[src/rtl/pipe_stall_ctrl.sv]
`default_nettype none
// ============================================================================
// Module      : pipe_stall_ctrl
// Description : Central stall/flush sequencer for the 5-stage pipeline
//               (PC, IF/ID, ID/EX, EX/MEM, MEM/WB). Merges ID-stage stall
//               requests with counted multi-cycle EX operations (div,
//               madd/msub) and applies flush with top priority.
// Revision    : 1.0 - initial release
// ----------------------------------------------------------------------------
// Parameters
//   CNT_W        width of ex_cycles and of the internal busy counter
//   PERF_W       width of the stall_cycles performance counter
// Optional feature macro
//   STALL_PERF_EN  when defined, stall_cycles counts cycles with stall[0]=1
//                  (saturating, cleared by rst); otherwise tied to zero
// Ports
//   clk           in   clock
//   rst           in   synchronous active-high reset
//   stallreq_id   in   ID stage load-use/operand stall request
//   ex_start      in   EX begins a multi-cycle op this cycle
//   ex_cycles     in   stall cycles the op needs (sampled on accepted start)
//   flush_req     in   exception/redirect from MEM, kills in-flight work
//   stall         out  [0]PC [1]IF/ID [2]ID/EX [3]EX/MEM-in [4]MEM/WB [5]WB
//   flush         out  clear all pipeline registers this cycle
//   ex_busy       out  EX multi-cycle op in progress (BUSY or accepted start)
//   ex_done       out  registered one-cycle pulse, EX result valid
//   stall_cycles  out  saturating count of cycles with stall[0]=1
// ============================================================================
module pipe_stall_ctrl #(
  parameter int CNT_W  = 6,
  parameter int PERF_W = 32
) (
  input  logic              clk,
  input  logic              rst,
  input  logic              stallreq_id,
  input  logic              ex_start,
  input  logic [CNT_W-1:0]  ex_cycles,
  input  logic              flush_req,
  output logic [5:0]        stall,
  output logic              flush,
  output logic              ex_busy,
  output logic              ex_done,
  output logic [PERF_W-1:0] stall_cycles
);

  // Stall vectors are always thermometer coded. The lowest held stage
  // boundary decides where the bubble is inserted:
  //   ID stall -> ID/EX loads a bubble, EX keeps running
  //   EX stall -> EX/MEM loads a bubble, ID/EX and upstream hold
  localparam logic [5:0] C_STALL_NONE = 6'b000000;
  localparam logic [5:0] C_STALL_ID   = 6'b000111;
  localparam logic [5:0] C_STALL_EX   = 6'b001111;

  localparam logic [CNT_W-1:0] C_CNT_ZERO = '0;
  localparam logic [CNT_W-1:0] C_CNT_ONE  = CNT_W'(1);

  typedef enum logic [1:0] {
    S_IDLE = 2'd0,
    S_BUSY = 2'd1,
    S_DONE = 2'd2
  } state_t;

  state_t           r_state;
  state_t           w_state_next;
  logic [CNT_W-1:0] r_cnt;
  logic [CNT_W-1:0] w_cnt_next;
  logic             r_ex_done;

  logic [5:0]       w_stall;
  logic             w_flush;
  logic             w_ex_busy;
  logic             w_start_ok;

  // A zero-length op needs no stall at all, so it is simply not accepted.
  assign w_start_ok = ex_start && (ex_cycles != C_CNT_ZERO);

  // --------------------------------------------------------------------------
  // State register
  // --------------------------------------------------------------------------
  always_ff @(posedge clk) begin
    if (rst) begin
      r_state   <= S_IDLE;
      r_cnt     <= C_CNT_ZERO;
      r_ex_done <= 1'b0;
    end else begin
      r_state   <= w_state_next;
      r_cnt     <= w_cnt_next;
      // ex_done mirrors "FSM is in DONE" but comes straight from a flop.
      r_ex_done <= (w_state_next == S_DONE);
    end
  end

  // --------------------------------------------------------------------------
  // Next-state and combinational outputs
  // --------------------------------------------------------------------------
  always_comb begin
    w_state_next = r_state;
    w_cnt_next   = r_cnt;
    w_stall      = C_STALL_NONE;
    w_flush      = 1'b0;
    w_ex_busy    = 1'b0;

    if (flush_req) begin
      // Flush overrides everything: no hold, abort any op in progress.
      w_flush      = 1'b1;
      w_state_next = S_IDLE;
      w_cnt_next   = C_CNT_ZERO;
    end else begin
      unique case (r_state)
        S_IDLE: begin
          if (w_start_ok) begin
            // The start cycle itself is the first stalled cycle.
            w_stall   = C_STALL_EX;
            w_ex_busy = 1'b1;
            if (ex_cycles == C_CNT_ONE) begin
              w_state_next = S_DONE;
              w_cnt_next   = C_CNT_ZERO;
            end else begin
              w_state_next = S_BUSY;
              w_cnt_next   = ex_cycles - C_CNT_ONE;
            end
          end else if (stallreq_id) begin
            w_stall = C_STALL_ID;
          end
        end

        S_BUSY: begin
          // EX stall dominates any concurrent ID request.
          w_stall   = C_STALL_EX;
          w_ex_busy = 1'b1;
          // "<=" rather than "==" so a corrupted zero count cannot wrap.
          if (r_cnt <= C_CNT_ONE) begin
            w_state_next = S_DONE;
            w_cnt_next   = C_CNT_ZERO;
          end else begin
            w_cnt_next = r_cnt - C_CNT_ONE;
          end
        end

        S_DONE: begin
          // Result leaves EX now; ex_start still refers to the finishing
          // instruction and must not restart the op.
          w_state_next = S_IDLE;
          if (stallreq_id) begin
            w_stall = C_STALL_ID;
          end
        end

        default: begin
          w_state_next = S_IDLE;
          w_cnt_next   = C_CNT_ZERO;
        end
      endcase
    end
  end

  // Combinational outputs are forced quiet while reset is asserted.
  assign stall   = rst ? C_STALL_NONE : w_stall;
  assign flush   = rst ? 1'b0         : w_flush;
  assign ex_busy = rst ? 1'b0         : w_ex_busy;
  assign ex_done = r_ex_done;

  // --------------------------------------------------------------------------
  // Optional stall performance counter
  // --------------------------------------------------------------------------
`ifdef STALL_PERF_EN
  localparam logic [PERF_W-1:0] C_PERF_ONE = PERF_W'(1);

  logic [PERF_W-1:0] r_stall_cycles;

  always_ff @(posedge clk) begin
    if (rst) begin
      r_stall_cycles <= '0;
    end else if (stall[0] && (r_stall_cycles != {PERF_W{1'b1}})) begin
      r_stall_cycles <= r_stall_cycles + C_PERF_ONE;
    end
  end

  assign stall_cycles = r_stall_cycles;
`else
  assign stall_cycles = '0;
`endif

endmodule
`default_nettype wire

[config.mk]
export PLATFORM = sky130hd
export DESIGN_NAME = pipe_stall_ctrl
export DESIGN_NICKNAME = d
export VERILOG_FILES = /design/src/rtl/pipe_stall_ctrl.sv
export SDC_FILE = /design/constraint.sdc
export NUM_CORES = 1
export LEC_CHECK = 0
export BUFFER_PORTS_ARGS = -buffer_cell sky130_fd_sc_hd__buf_2
export CAP_MARGIN = 20
export CORE_MARGIN = 2
export CORE_UTILIZATION = 30
export CTS_CLUSTER_SIZE = 12
export DETAILED_ROUTE_END_ITERATION = 8
export GPL_TIMING_DRIVEN = 1
export MAX_ROUTING_LAYER = met4
export PLACE_DENSITY = 0.67
export SLEW_MARGIN = 20
export SYNTH_ARGS = -nofsm -noshare
export SYNTH_HDL_FRONTEND = slang
export SYNTH_SLANG_ARGS = --single-unit
[constraint.sdc]
create_clock -name clk -period 2.25 [get_ports clk]
set_clock_uncertainty 0.15 [all_clocks]
set_input_delay 0.225 -clock clk [delete_from_list [all_inputs] [get_ports clk]]
set_output_delay 0.225 -clock clk [all_outputs]
set_load 0.02 [all_outputs]
==> results.yml <==
layout:
  final_core_util_pct: 33.1
  area.growth.synth_to_final_pct: 4.76
  layout-drive-gt1-share_pct: 22.1
  antenna_cells: 0
  fin_nets: 157
setup_path:
  worst_ep_required_time_ns: 1.88
  critPathMaxFanout: 5
  arrival_time_at_the_worst_endpoint_ns: 1.81
  worst_setup_path_start_kind: "input port"
  worst_r2r_setup_slack_ns: 0.27
  criticalPathCategory: "in -> out"
  crit_path_end_kind: "output pin"
clocking:
  htreeDepth: 1
  clock_sinks: 9
  numCtsBuffers: 3
  postCtsResizedCells: 0
  insertion_delay_ns: 0.25
  post_cts_hold_buffer_count: 0
  cts_post_setup_buffers_inserted: 0
  cts.root.buffer_cell: "clkbuf_4"
  tritoncts: "yes"
  clock_tree.buffer_depth: 2
  clk_pin_slew_ns: 0.06
worst_hold_path:
  worst_hold_path_type: "in -> reg"
detailed_routing:
  drtAntennaViolNets: 0
  drt_first_pass_iters: 4
  vias: 798
  number_of_drc_markers_in_iteration_0: 14
  vias_per_cell: 4.34
  drc: 0
  wire_per_inst_um: 9.99
  wirelength_routed_um: 1840
placed_design:
  hpwlAfterDp_um: 1550
  gp_congestion: 0.842
  io_buffer_count: 17
die:
  placementRows: 20
  die_height_um: 61.0
  core_area_um2: 3080
  floorplan.initialDensity_pct: 31.6
  chipWidth_um: 61.0
  io_pins: 52
  floorplan.die_area_um2: 3720
sta:
  slew-limit-headroom_pct: 63.5
  period_needed_ns: 2.18
  period_utilisation_layout_pct: 96.9
  achievable-frequency_mhz: 459
  finalSetupViolations: 0
  worst_pin_slew_ns: 0.547
  finalHoldViolations: 0
  setup_repair_after_global_routing_missed_its_margin: "no"
  finalSetupTns_ns: 0
  final_max_slew_viol_count: 0
synth:
  synth_edf_count: 0
  yosys-top-cells-area: "buf_4 (28%), dfxtp_1 (19%), ha_1 (6.4%), a32o_1 (4.1%), inv_1 (3.5%)"
  synth_ff_type: "dfxtp_1"
  number_of_warnings_printed_during_yosys_synthesis: 0
  post_syn_area_um2: 973
  syn_avg_cell_area_um2: 8.18
  synthDominantAreaCellType: "buf_4"
  asyncSetResetFlopFracSynth_pct: 0
  synth.most_common_cell: "buf_4"
  synth.yosys.seq_area_share_pct: 18.5
  synth_cells: 119
  synth_register_bits: 9
  leading_cell_types_by_count_after_synthesis: "buf_4 (36), dfxtp_1 (9), inv_1 (9)"
  synthDistinctLibCells: 38
  synth_top_area_share_pct: 27.8
outcome:
  run_status: "complete, no violations"
global_routing:
  grt_pass1_vias: 688
  pin_count_of_the_biggest_net_entering_global_routing: 12
  grt_first_pass_wirelength_um: 2920
  grt-ovfl-total: 0
  grtUsageTotal_pct: 11.1
  antenna_found_initial: 0
power:
  max_rail_drop_vdd_mv: 0.216
  power.density_cell_area_nw_per_um2: 461
  lkg_pwr_nw: 0.515
job:
  maxCapViolCount: 0
layout by cell type (no fill, tap or decap), types with 3 or more instances in the layout:
cell,instances
conb_1,34
buf_2,17
inv_1,9
dfxtp_1,9
nor2_1,7
ha_1,5
nor3_1,4
a32o_1,4
buf_4,4
nor2b_1,3
nor4_1,3
o21ai_0,3
xnor2_1,3
o22ai_1,3
clkbuf_4,3
state kept, by name, indices dropped and copies added, names as in the netlist:
| register | count |
|---|---|
| r_cnt | 6 |
| r_state | 2 |
| ex_done | 1 |
per-stage QoR:
step                      worst slack [ns]  power (mW)  hold WS (ns)  cells  cell area (µm²)
after detailed placement            0.0651       0.356         0.356    180              993
final                               0.0694       0.470         0.240    184             1020
after global placement              0.0938       0.356         0.338    180              993
after floorplan                     0.0513       0.360         0.303    152             1100
after CTS                           0.0601       0.475         0.234    184             1020
after global routing               0.00579       0.510         0.225    184             1020
worst max-delay path, stage by stage:
cell and delay (ns):
buf_2 0.13, or4_4 0.53, a221o_2 0.43, nand3_4 0.11
inv_2 0.04, a31o_1 0.19, buf_2 0.16
worst paths after layout:
check,start,to,depth (start not counted)
max reg2reg,r_cnt[0],r_cnt[5],6
min,ex_cycles[0],r_cnt[0],3
max,ex_cycles[3],stall[0],7
min reg2reg,r_cnt[1],r_cnt[1],2
area by class of cell:
class                   instances  area [µm²]
flip-flops and latches          9         180
repair buffers                 21         115
well taps                      44        55.1
multi-input cells              96         606
fillers                       349        2060
inverters                      10        37.5
clock buffers                   4        26.3
where the power goes:
part	switching, mW	leakage (nW)	internal [mW]
clock network	0.0489	0.0150	0.0678
logic	0.120	0.427	0.0554
registers	0.0108	0.0733	0.167
routing by layer:
| layer | GRT usage [%] | up-vias | wire, µm |
|---|---|---|---|
| met5 | - | - | 0 |
| met4 | 6.21 | 0 | 38 |
| met3 | 1.92 | 4 | 119 |
| met2 | 18.0 | 35 | 921 |
| met1 | 13.0 | 363 | 759 |
| li1 | - | 396 | - |
logic make-up after synthesis:
group | share of synthesized area, %
flip-flops | 18.5
XOR/XNOR | 2.70
other | 0.385
AND/OR/NAND/NOR | 18.6
adder cells (fa/ha/maj) | 6.43
buffers and inverters | 32.0
AO/OA/AOI/OAI | 20.3
multiplexers | 1.03
Power figures use the tool's default switching activity.
